<file path="config.mk">
export PLATFORM = sky130hd
export DESIGN_NAME = siso_frame_rx
export DESIGN_NICKNAME = d
export VERILOG_FILES = /design/src/rtl/siso_rx_pkg.sv /design/src/rtl/rx_out_buf.sv /design/src/rtl/siso_frame_rx.sv
export SDC_FILE = /design/constraint.sdc
export NUM_CORES = 1
export LEC_CHECK = 0
export ABC_AREA = 1
export BUFFER_PORTS_ARGS = -buffer_cell sky130_fd_sc_hd__buf_2
export CORE_MARGIN = 2
export CORE_UTILIZATION = 57
export CTS_CLUSTER_DIAMETER = 60
export CTS_CLUSTER_SIZE = 8
export DETAILED_ROUTE_END_ITERATION = 12
export PLACE_DENSITY = 0.84
export SETUP_SLACK_MARGIN = 0.4
export SYNTH_ARGS = -nofsm -noshare
export SYNTH_HDL_FRONTEND = slang
export SYNTH_SLANG_ARGS = --single-unit
</file>
<file path="constraint.sdc">
create_clock -name clk -period 1.8 [get_ports clk]
set_input_delay 0.27 -clock clk [delete_from_list [all_inputs] [get_ports clk]]
set_output_delay 0.27 -clock clk [all_outputs]
set_load 0.02 [all_outputs]
</file>
<file path="src/rtl/siso_rx_pkg.sv">
// Shared types and helpers for the framed serial receiver.
package siso_rx_pkg;

    localparam int MAX_DATA_W = 16;

    typedef enum logic [1:0] {
        IDLE   = 2'd0,
        DATA   = 2'd1,
        PARITY = 2'd2,
        STOP   = 2'd3
    } rx_state_t;

    // Returns the even-parity bit for a word (1 when the word has an odd number of ones).
    function automatic logic even_parity(input logic [MAX_DATA_W-1:0] word);
        return ^word;
    endfunction

endpackage

</file>
<file path="src/rtl/rx_out_buf.sv">
// One-entry valid/ready holding register for received words, with overrun flag.
// Latency: a word offered on in_vld is visible on out_vld/out_dat after one edge.
// Backpressure: never stalls the producer; a word arriving while full and not being drained is dropped and overrun pulses.
module rx_out_buf #(
    parameter int W = 4
) (
    input  logic         clk,
    input  logic         reset,
    input  logic         in_vld,
    input  logic [W-1:0] in_dat,
    input  logic         in_err,
    output logic         out_vld,
    input  logic         out_rdy,
    output logic [W-1:0] out_dat,
    output logic         out_err,
    output logic         overrun
);

    always_ff @(posedge clk) begin
        if (!reset) begin
            out_vld <= 1'b0;
            out_dat <= '0;
            out_err <= 1'b0;
            overrun <= 1'b0;
        end else begin
            overrun <= 1'b0;
            if (in_vld && (!out_vld || out_rdy)) begin
                out_vld <= 1'b1;
                out_dat <= in_dat;
                out_err <= in_err;
            end else if (in_vld) begin
                // Full and not draining: the held word wins, the new one is lost.
                overrun <= 1'b1;
            end else if (out_vld && out_rdy) begin
                out_vld <= 1'b0;
            end
        end
    end

endmodule

</file>
<file path="src/rtl/siso_frame_rx.sv">
// Framed serial receiver: start bit, DATA_W bits LSB first, optional even parity, stop bit.
// Latency: data_valid rises on the edge that samples a good stop bit (edge 2+DATA_W+PARITY_EN).
// Backpressure: one-entry output buffer; words completing while it is full are dropped with an overrun pulse.
module siso_frame_rx #(
    parameter int DATA_W    = 4,
    parameter bit PARITY_EN = 1'b1
) (
    input  logic              clk,
    input  logic              reset,
    input  logic              serial_in,
    output logic [DATA_W-1:0] data_out,
    output logic              data_valid,
    input  logic              data_ready,
    output logic              parity_err,
    output logic              frame_err,
    output logic              overrun
);

    import siso_rx_pkg::*;

    localparam int CNT_W = $clog2(DATA_W + 1);

    rx_state_t         state;
    rx_state_t         state_nxt;
    logic [CNT_W-1:0]  cnt;
    logic [DATA_W-1:0] shreg;
    logic [DATA_W-1:0] shreg_nxt;
    logic              par_acc;
    logic              last_bit;
    logic              stop_ok;
    logic              stop_bad;

    // Right shift with the new bit entering at the MSB, so the first bit ends in bit 0.
    assign shreg_nxt = (shreg >> 1) | (DATA_W'(serial_in) << (DATA_W - 1));
    assign last_bit  = (cnt == CNT_W'(DATA_W - 1));

    always_ff @(posedge clk) begin
        if (!reset) begin
            state <= IDLE;
        end else begin
            state <= state_nxt;
        end
    end

    always_comb begin
        state_nxt = state;
        stop_ok   = 1'b0;
        stop_bad  = 1'b0;
        case (state)
            IDLE: begin
                if (serial_in) begin
                    state_nxt = DATA;
                end
            end
            DATA: begin
                if (last_bit) begin
                    state_nxt = PARITY_EN ? PARITY : STOP;
                end
            end
            PARITY: begin
                state_nxt = STOP;
            end
            STOP: begin
                // A high stop bit is an error, not the start of the next frame.
                state_nxt = IDLE;
                stop_ok   = ~serial_in;
                stop_bad  = serial_in;
            end
            default: begin
                state_nxt = IDLE;
            end
        endcase
    end

    always_ff @(posedge clk) begin
        if (!reset) begin
            cnt       <= '0;
            shreg     <= '0;
            par_acc   <= 1'b0;
            frame_err <= 1'b0;
        end else begin
            frame_err <= stop_bad;
            case (state)
                IDLE: begin
                    if (serial_in) begin
                        cnt     <= '0;
                        par_acc <= 1'b0;
                    end
                end
                DATA: begin
                    shreg   <= shreg_nxt;
                    cnt     <= cnt + CNT_W'(1);
                    par_acc <= par_acc ^ serial_in;
                end
                PARITY: begin
                    par_acc <= par_acc ^ serial_in;
                end
                default: begin
                end
            endcase
        end
    end

    rx_out_buf #(
        .W (DATA_W)
    ) u_out_buf (
        .clk     (clk),
        .reset   (reset),
        .in_vld  (stop_ok),
        .in_dat  (shreg),
        .in_err  (par_acc & PARITY_EN),
        .out_vld (data_valid),
        .out_rdy (data_ready),
        .out_dat (data_out),
        .out_err (parity_err),
        .overrun (overrun)
    );

endmodule

</file>
Word-level counts from Yosys, hierarchy flattened
Cells that the tools add are included.
{"block": "word_totals", "ff_bits": 18, "inputBits": 4, "out_inout_bits": 8, "elab_cells": 48}
{"block": "op_classes", "addsub": 1, "eq_ne": 7, "n_mux": 12, "bitwise": 4, "n_reduce_logical": 15}
{"op": "$reduce_and A2 Y1", "count": 5}
{"op": "$pmux W2 S4", "count": 1}
{"op": "$mux W1", "count": 6}
{"op": "$ne A2 B2 Y1 const B", "count": 3}
{"op": "$pmux W3 S2", "count": 1}
{"op": "$reduce_bool A2 Y1", "count": 3}
{"op": "$eq A2 B2 Y1 const B", "count": 2}
{"op": "$mux W2", "count": 2}
{"op": "$or A3 B4 Y4", "count": 1}
{"op": "$reduce_or A2 Y1", "count": 2}
{"op": "$add A3 B1 Y3 const B", "count": 1}
{"op": "$eq A3 B2 Y1 const B", "count": 1}
{"op": "$mux W3", "count": 1}
{"op": "$eq A2 B1 Y1 const B", "count": 1}
{"op": "$logic_and A1 B1 Y1", "count": 2}
{"op": "$logic_not A2 Y1", "count": 1}
{"op": "$not A1 Y1", "count": 2}
{"op": "$pmux W1 S2", "count": 1}
{"op": "$logic_not A1 Y1", "count": 1}
{"op": "$logic_or A1 B1 Y1", "count": 1}
{"op": "$xor A1 B1 Y1", "count": 1}

Depth between registers and ports, before layout
Gate-level depths: netlist of the first run.
{"block": "logic_depth", "depth_word": 5, "mapped_depth": 7, "depth_no_buf": 7}

Modules after synthesis
From an unflattened synthesis of the first run, not the netlist that was laid out.
{"block": "hier_totals", "cells_unflattened": 111, "area_unflattened_um2": 862.1}
{"mod": "siso_frame_rx", "instances": 1, "cells_per_inst": 71, "area_each_um2": 543.0, "seq_area_each_um2": 220.2}
{"mod": "rx_out_buf", "instances": 1, "cells_per_inst": 40, "area_each_um2": 319.1, "seq_area_each_um2": 140.1}

Least setup slack after synthesis of the first run
Ideal clock, no wire load.
{"block": "synth_timing", "path_type": "reg2reg", "from": "register state[0]", "to": "register cnt[0]", "setup_ns": 0.115, "arrival_ns": 1.003, "t_required_ns": 1.685, "path_slack_ns": 0.682, "stages_incl_launch_ff": 7, "n_path_buf": 0, "period_less_slack_ns": 1.118, "path_cell_list": "dfxtp_1 > inv_1 > ha_1 > inv_1 > nand2_1 > a21oi_1 > nor2_1"}
{"block": "synth_via", "elab_chain_len": 3, "elab_cells_between_ends": 6, "cone_classes": "2 x eq/ne; 1 x mux; 3 x reduce/logical"}
{"element": "start, declared", "line_no": "siso_frame_rx.sv:23", "source": "rx_state_t state;"}
{"element": "start signal, assigned", "line_no": "siso_frame_rx.sv:41", "source": "state <= state_nxt;"}
{"element": "$eq A2 B1 Y1 or $logic_not A2 Y1 (tied branches)", "line_no": "siso_frame_rx.sv:83", "source": "case (state)"}
{"element": "$reduce_bool A2 Y1 (no source line) or $ne A2 B2 Y1 (tied branches)"}
{"element": "$reduce_and A2 Y1 (no source line)"}
{"element": "end signal, assigned", "line_no": "siso_frame_rx.sv:92", "source": "cnt <= cnt + CNT_W'(1);"}
{"element": "end, declared", "line_no": "siso_frame_rx.sv:25", "source": "logic [CNT_W-1:0] cnt;"}
Several ways; a longest one is shown, not always the timed one.
A chain may end at the register's enable or synchronous reset.

Worst setup path after layout of the first run
{"block": "layout_timing", "from": "register state[0]", "to": "register u_out_buf.out_err"}
{"block": "layout_via", "elab_chain_len": 3}
{"element": "$eq A2 B2 Y1", "line_no": "siso_frame_rx.sv:49", "source": "case (state)"}
{"element": "$mux W1", "line_no": "siso_frame_rx.sv:49"}
{"element": "$logic_and A1 B1 Y1", "line_no": "rx_out_buf.sv:27", "source": "if (in_vld && (!out_vld || out_rdy)) begin"}
{"element": "end signal, assigned", "line_no": "rx_out_buf.sv:30", "source": "out_err <= in_err;"}
{"element": "end, declared", "line_no": "rx_out_buf.sv:15", "source": "output logic out_err,"}
Every way passes these cells.

==> results by stage, run 1 <==
Drt:
- Dividing the detail-routed via count by the number of cells gives 5.02.
- The post-detailed-route DRC marker count is 0.
- The final routed wire length divided by cell count is 10.4 um.
- The remaining antenna violation count after routing is 0.
- The number of violations reported at the end of detailed-routing iteration 0 is 16.
- The routed wire length is 1.43 mm.
- The total number of vias is 688.
- The total iterations of the first detailed-routing run is 4.

Yosys:
- The sequential fraction of the synthesis area is 44.0%.
- Yosys attributes the largest share of cell area to dfxtp_1 44%, ha_1 11%, inv_1 7.8%.
- The per-instance average area after synthesis is 7.52 sq um.
- The post-synthesis instance area is 820 sq um.
- In this run, synthesis produced a sequential element count of 18.
- The gate count after technology mapping is 109.
- Yosys printed 0 warnings.
- The count of different cell masters after synthesis is 14.
- The top-area cell type share of the netlist area is 44.0%.
- The library cell with the largest summed area after synthesis is dfxtp_1.
- The synthesized netlist net count is 120.

Clock network:
- The post-cts gate resize count is 0.
- After clock tree synthesis, the clock-pin slew on the worst setup and hold paths is 0.10 ns.
- Once the clock tree was built, the setup fixing pass inserted 0 buffers.
- The clock passes through at most 2 buffers.
- TritonCTS built the clock tree.
- The H-tree depth is 1.
- The number of buffers created by CTS is 3.
- The later pin in the worst-skew pair is clocked with a latency of 0.29 ns.
- For this design, the CTS-stage hold fixing added 0 buffers.
- Counting every sink on the clock net gives 18.
- The master cell of the clock root buffer is clkbuf_4.

Setup path:
- Data on the critical path arrives at its endpoint at 1.48 ns.
- The worst setup path is captured at a flip-flop.
- The maximum single-stage delay on the critical path is 0.42 ns.
- The slowest library cell on the worst path is dfxtp_1.
- The signal on the critical path passes through ha_1 > inv_1 > nor2_1 > nand3_1 > nand2_1 > nor2_1.
- The peak fanout along the critical path is 5.
- The buffers plus inverters on the worst setup path is 1.
- By startpoint and endpoint, the worst setup path is classified as flip-flop to flip-flop.
- STA puts the critical path data required time at 2.01 ns.
- The cell family with the largest share of critical-path delay is simple AND/OR/NAND/NOR gates.
- STA classifies the critical path startpoint as a flip-flop.
- The cell repeated most along the worst path is nor2_1.

STA:
- Based on the critical path, the design can be clocked at up to 784 MHz.
- Setup repair after global routing left no endpoint under its margin.
- The sum of negative setup slack is 0 ns.
- The final worst slack is 0.525 ns.
- For the final database, setup skew stands at 0.000548 ns.
- The count of endpoints failing hold in the final timing report is 0.
- Setup violations remaining at the end of the flow were counted as 0.
- The number of pins with negative max-slew slack in the final report came to 0.
- The final critical path time including I/O delays and setup is 1.27 ns.
- Headroom to the max-slew limit came out at 80.5%.
- The ratio of final minimum period to clock period is 70.8%.
- For the pin with the worst max-slew slack, the measured transition is 0.292 ns.

Worst hold path:
- The type of the most critical hold path is input port to flip-flop.

Layout:
- Relative to the synthesized area, the layout overhead comes to 12.2%.
- The share of post-route cells with drive strength above 1 is 15.6%.
- Counting the fill cells in the layout gives 116.
- The antenna diode instance count is 0.
- The final net count is 134.

GRT:
- Entering global routing, the biggest net connects 14 pins.
- The first global-routing pass estimated 2.52 mm of wire.
- The initial antenna violation count is 0.
- The number of global-route vias before repair is 615.
- The global-route usage over all layers is 18.7%.
- The residual overflow from global routing is 0.

Power:
- The power per cell area is 1340 nW/um^2.
- VDD sags by at most 806 uV.
- The design draws 1.23 mW.
- In this run the static leakage power is 0.440 nW.

Die:
- For this configuration, the core starts out at a cell density of 62.2%.
- The y dimension of the die is 41.9 um.
- The area of the placeable core is 1320 sq um.
- The die covers 1760 sq um.
- Row generation in the floorplan step produced 13 rows.
- In this run the count of I/O pins placed on the die edge is 12.
- The die width is 41.9 um.

Placement:
- At the placement stage, the worst setup path has a slack of 0.547 ns.
- The total of buffers placed on input and output ports is 11.
- The detailed placement HPWL is 1.11 mm.
- The global placer's final weighted congestion is 0.812.

Job:
- Max-cap violations in this run came to 0.

Run status:
- The run finished with clean final reports.
metrics by stage:
stage | hold WS [ns] | cells | cell area, sq um | utilization, %
after global placement | 0.461 | 133 | 883 | 67.0
final | 0.287 | 137 | 920 | 69.8
after CTS | 0.282 | 137 | 920 | 69.8
after detailed placement | 0.464 | 133 | 883 | 67.0
after floorplan | 0.408 | 109 | 820 | -
after global routing | 0.308 | 137 | 920 | 69.8
where the power goes:
group / leakage [nW] / internal [mW] / total, mW / switching, mW
registers: 0.147 / 0.481 / 0.537 / 0.0564
clock network: 0.0210 / 0.123 / 0.251 / 0.127
logic: 0.273 / 0.161 / 0.442 / 0.281
area by class of cell:
class	count	area [sq um]	share of cell area, %
multi-input combinational	71	382	41.5
sequential	18	360	39.2
inverter	18	67.6	7.35
timing repair buffer	11	55.1	5.99
clock buffer	4	36.3	3.95
tap	15	18.8	2.04
worst min-delay path, delay by kind of cell:
| kind | cells | cell delay (ns) |
|---|---|---|
| buffers and inverters | 1 | 0.17 |
| and+or+nand+nor | 2 | 0.11 |
synth_stat cells (all sizes together):
cell and number:
dfxtp 18, inv 18, nand2 18, nor2 17
a21oi 12, nand3 10, ha 7, o21ai 4
nor3 3, buf 2
placed cells by master (no fill, tap or decap):
cell type / Yosys / routed
a21oi_1: 12 / 12
buf_2: 2 / 11
clkbuf_4: 0 / 3
clkbuf_8: 0 / 1
dfxtp_1: 18 / 18
ha_1: 7 / 7
inv_1: 17 / 17
inv_2: 1 / 1
nand2_1: 16 / 16
nand2_2: 1 / 1
nand2_4: 1 / 1
nand3_1: 10 / 10
nor2_1: 16 / 16
nor2_4: 1 / 1
nor3_1: 3 / 3
o21ai_0: 4 / 4
worst paths after layout:
path,start,slack [ns],depth (start not counted),endpoint
hold / removal,reset,0.29,3,cnt[0]$_SDFFE_PN0P_
setup / recovery,state[0]$_SDFFE_PN0P_,0.53,6,u_out_buf.out_err$_SDFFE_PN0P_
setup reg to reg,state[0]$_SDFFE_PN0P_,0.53,6,u_out_buf.out_err$_SDFFE_PN0P_
hold reg to reg,shreg[3]$_SDFFE_PN0N_,0.47,2,shreg[2]$_SDFFE_PN0N_
state kept, by name (all words and copies together) (netlist names):
name	cells
shreg	4
u_out_buf.out_dat	4
cnt	3
state	2
frame_err	1
par_acc	1
u_out_buf.out_err	1
u_out_buf.out_vld	1
u_out_buf.overrun	1
metal layers:
metal  wire, um  vias to the layer above  GRT usage (%)
met5          0                        -              0
met4         36                        0           9.68
met3         45                        5           2.61
met2        638                       10           31.3
met1        708                      304           23.2
li1           -                      369              -
cells by family (layout without fill, tap and decap cells):
logic type / Yosys count / count (layout) / share of synthesized area (%)
DFF: 18 / 18 / 44.0
buffers and inverters: 20 / 33 / 9.47
adders and majority gates: 7 / 7 / 10.7
and+or+nand+nor: 48 / 48 / 26.1
AOI/OAI and AO/OA: 16 / 16 / 9.77
Power figures use the tool's default switching activity.
==> inputs of run 2 (changes only) <==
--- a/config.mk
+++ b/config.mk
@@ -8,11 +8,11 @@
 export ABC_AREA = 1
 export BUFFER_PORTS_ARGS = -buffer_cell sky130_fd_sc_hd__buf_2
 export CORE_MARGIN = 2
-export CORE_UTILIZATION = 57
+export CORE_UTILIZATION = 48
 export CTS_CLUSTER_DIAMETER = 60
 export CTS_CLUSTER_SIZE = 8
 export DETAILED_ROUTE_END_ITERATION = 12
-export PLACE_DENSITY = 0.84
+export PLACE_DENSITY = 0.76
 export SETUP_SLACK_MARGIN = 0.4
 export SYNTH_ARGS = -nofsm -noshare
 export SYNTH_HDL_FRONTEND = slang
==> constraint.sdc (replaced) <==
create_clock -name clk -period 1.1 [get_ports clk]
set_input_delay 0.165 -clock clk [delete_from_list [all_inputs] [get_ports clk]]
set_output_delay 0.165 -clock clk [all_outputs]
set_load 0.02 [all_outputs]
==> run 2 against run 1 <==
  * Worst setup slack got worse by 0.52 ns
  * Via count grew 13%
  * Clock power rose by 33%
  * Largest cell class unchanged
  * Register-to-register slack got worse by 0.52 ns
  * Fmax grew 16%
  * Final cell count up 5.8%
  * Count of clock-buffer cells in the layout stayed put
  * Clock skew barely moved
==> results by stage, run 2 (synthesis results as in run 1) <==
Placement:
- The number of cells after detailed placement is 135 (+1.5%).
- The worst slack after detailed placement came to 0.0408 ns (-0.506 ns).
- The placed instance area is 1010 sq um (+14%).
- The total of buffers placed on input and output ports is 11 (unchanged).
- The global placer's final weighted congestion came to 0.767 (-5.5%).
- The detailed placement HPWL is 1.16 mm (+4.5%).

Setup path:
- The cell family with the largest share of critical-path delay is flip-flops.
- Walking the worst path, the cells encountered are ha_4 > inv_4 > nor2_4 > nand3_1 > nand2_1 > nor2_1.
- The buffers plus inverters on the worst setup path is 1 (unchanged).
- The required time of the critical path came to 1.29 ns (-0.72 ns).
- The kind of critical path is flip-flop to flip-flop.
- The slowest library cell on the worst path is dfxtp_4.
- STA classifies the critical path startpoint as a flip-flop.
- The worst reg-to-reg setup slack came to 0.002 ns (-0.52 ns).
- The critical path data arrival time is 1.29 ns (-0.19 ns).
- The worst setup path is captured at a flip-flop.
- The maximum single-stage delay on the critical path is 0.43 ns (about the same).
- The peak fanout along the critical path is 5 (unchanged).

Power:
- The net switching power of the design is 1.16 mW (+150%).
- The power per cell area came to 2160 nW/um^2 (+62%).
- The post-route total power is 2.76 mW (+120%).
- The static power due to leakage is 0.508 nW (+15%).
- The portion of total power attributed to combinational logic is 52.5% (+17 points).
- The switching share of power is 41.8% (+4.0 points).
- The maximum ir drop on the vdd rail is 1840 uV (+130%).
- The clock network power share is 12.1% (-8.3 points).
- The share of total power in sequential cells is 35.5% (-8.2 points).
- The cell-internal power came to 1.61 mW (+110%).

Drt:
- The number of violations reported at the end of detailed-routing iteration 0 is 8 (-8).
- The total number of vias is 779 (+13%).
- The routed wire length is 1.88 mm (+31%).
- The final routed wire length divided by cell count is 12.9 um (+24%).
- The ratio of routed vias to standard cells came to 5.37 (+7.0%).
- The post-detailed-route DRC marker count is 0 (unchanged).
- The remaining antenna violation count after routing is 0 (unchanged).
- The total iterations of the first detailed-routing run is 6 (+2).

GRT:
- The number of global-route vias before repair was 646 (+5.0%).
- The global-route usage over all layers is 18.5% (-0.20 points).
- The first-pass GRT wire length is 2.75 mm (+9.1%).
- The residual overflow from global routing is 0 (unchanged).
- The initial antenna violation count is 0 (unchanged).
- The maximum number of pins on one net before global-route repair came to 11 (-3).

Clock network:
- The clock latency on the worst-skew pair is 0.28 ns (about the same).
- The master cell of the clock root buffer is clkbuf_4.
- The maximum root-to-sink buffer count came to 2 (unchanged).
- The cts-stage hold buffer count is 0 (unchanged).
- The number of buffers created by CTS came to 3 (unchanged).
- The number of clock sinks came to 18 (unchanged).
- The H-tree depth is 1 (unchanged).
- TritonCTS built the clock tree.
- The clock slew at the register clock pins of the worst setup and hold paths came to 0.10 ns (about the same).

STA:
- Setup repair after global routing could not meet its margin everywhere.
- The sum of negative setup slack is 0 ns (unchanged).
- The final setup skew is 0.000870 ns (+0.000322 ns).
- The ratio of final minimum period to clock period was 99.8% (+29 points).
- The count of endpoints failing hold in the final timing report is 0 (unchanged).
- The worst slew margin relative to its limit came to 79.3% (-1.2 points).
- The number of pins with negative max-slew slack in the final report is 0 (unchanged).
- The actual transition at the worst max-transition pin was 0.310 ns (+0.0185 ns).
- The fmax is 911 MHz (+16%).
- The final critical path time including I/O delays and setup is 1.10 ns (-0.177 ns).
- The final worst slack is 0.00241 ns (-0.523 ns).
- The number of setup violations in the final report is 0 (unchanged).

Layout:
- The final instance area was 1280 sq um (+39%).
- Leaving out fill and tap cells, the most frequent cells in the layout are 15 x nor2_1, 11 x a21oi_2, 10 x inv_1, 10 x nand2_1.
- The area growth from synthesis to layout is 55.9%.
- In the final layout, the registers with the most flip-flops are shreg x4, u_out_buf.out_dat x4, cnt x3.
- The most frequent standard cell in the layout excluding fill and tap cells is nor2_1.
- The final cell count without fillers came to 145 (+5.8%).
- The share of post-route cells with drive strength above 1 is 62.0% (+46 points).
- The combined area of the multi-input logic cells was 611 sq um (+60%).
- The number of fillers in the final layout was 93 (-20%).
- The final net count is 141 (+5.2%).
- The area used by sequential logic in the layout is 379 sq um (+5.2%).
- The antenna diode instance count was 0 (unchanged).

Job:
- The max-capacitance violation count is 0 (unchanged).

Die:
- The die width is 45.3 um (+8.1%).
- The initial cell density of the core was 52.6% (-9.6 points).
- The die area is 2050 sq um (+17%).
- The boundary pin count is 12 (unchanged).
- The number of rows created at floorplan came to 14 (+1).
- The y dimension of the die is 45.3 um (+8.1%).
- The area of the placeable core is 1560 sq um (+18%).

Worst hold path:
- The type of the most critical hold path is input port to flip-flop.

Run status:
- The flow ran to the end, and the final reports show no timing, DRC or antenna violations.
==> run 2: changes by cell type in the layout (fill, tap and decap cells not counted), moves of 8 or more <==
cell     change
dfxtp_2      +9
buf_6        +9
a21oi_2     +11
dfxtp_1     -11
buf_2        -8
a21oi_1     -11
==> run 2: what timing repair did <==
| action | in CTS | in global routing |
|---|---|---|
| endpoints found under the setup margin | 26 | 26 |
| pin swaps | 15 | 16 |
| resized for setup | 26 | 32 |
| buffers inserted | 1 | 5 |
| cloned | 0 | 0 |
==> run 2: worst paths after layout <==
path,cells past startpoint,end,from
max,6,u_out_buf.out_err$_SDFFE_PN0P_,state[0]$_SDFFE_PN0P_
min,3,shreg[3]$_SDFFE_PN0N_,reset
max reg2reg,6,u_out_buf.out_err$_SDFFE_PN0P_,state[0]$_SDFFE_PN0P_
min reg2reg,2,cnt[2]$_SDFFE_PN0P_,cnt[2]$_SDFFE_PN0P_
==> run 2: per-layer routing <==
layer / routed length (um) / global-route usage (%)
met1: 759 / 23.0
met2: 940 / 31.4
met3: 68 / 3.60
met4: 108 / 7.06
met5: 0 / 0
==> run 2: stage by stage <==
step / hold slack (ns) / util [%]
2_1_floorplan: 0.307 / -
3_3_place_gp: 0.448 / 64.8
3_5_place_dp: 0.452 / 64.8
4_1_cts: 0.136 / 71.9
5_1_grt: 0.154 / 81.9
6_report: 0.161 / 81.9
==> run 2: layout make-up <==
cell class	instances	area share (%)
Clock buffer	4	2.06
Inverter	18	6.27
Multi-Input combinational cell	71	47.8
Sequential cell	18	29.7
Tap cell	16	1.57
Timing Repair Buffer	18	12.6
==> run 2: worst register-to-register path, cell delays in order, from the launching register on <==
cell	delay, ns
dfxtp_4	0.43
ha_4	0.18
inv_4	0.04
nor2_4	0.14
nand3_1	0.10
nand2_1	0.08
nor2_1	0.04
==> run 2: power by group through the flow <==
stage | Combinational (mW) | Clock (mW) | Sequential [mW]
floorplan | 0.784 | 0 | 0.972
global placement | 0.944 | 0 | 0.960
detailed placement | 0.952 | 0 | 0.967
CTS | 1.05 | 0.349 | 0.967
global route | 1.57 | 0.359 | 0.997
finish | 1.45 | 0.334 | 0.980
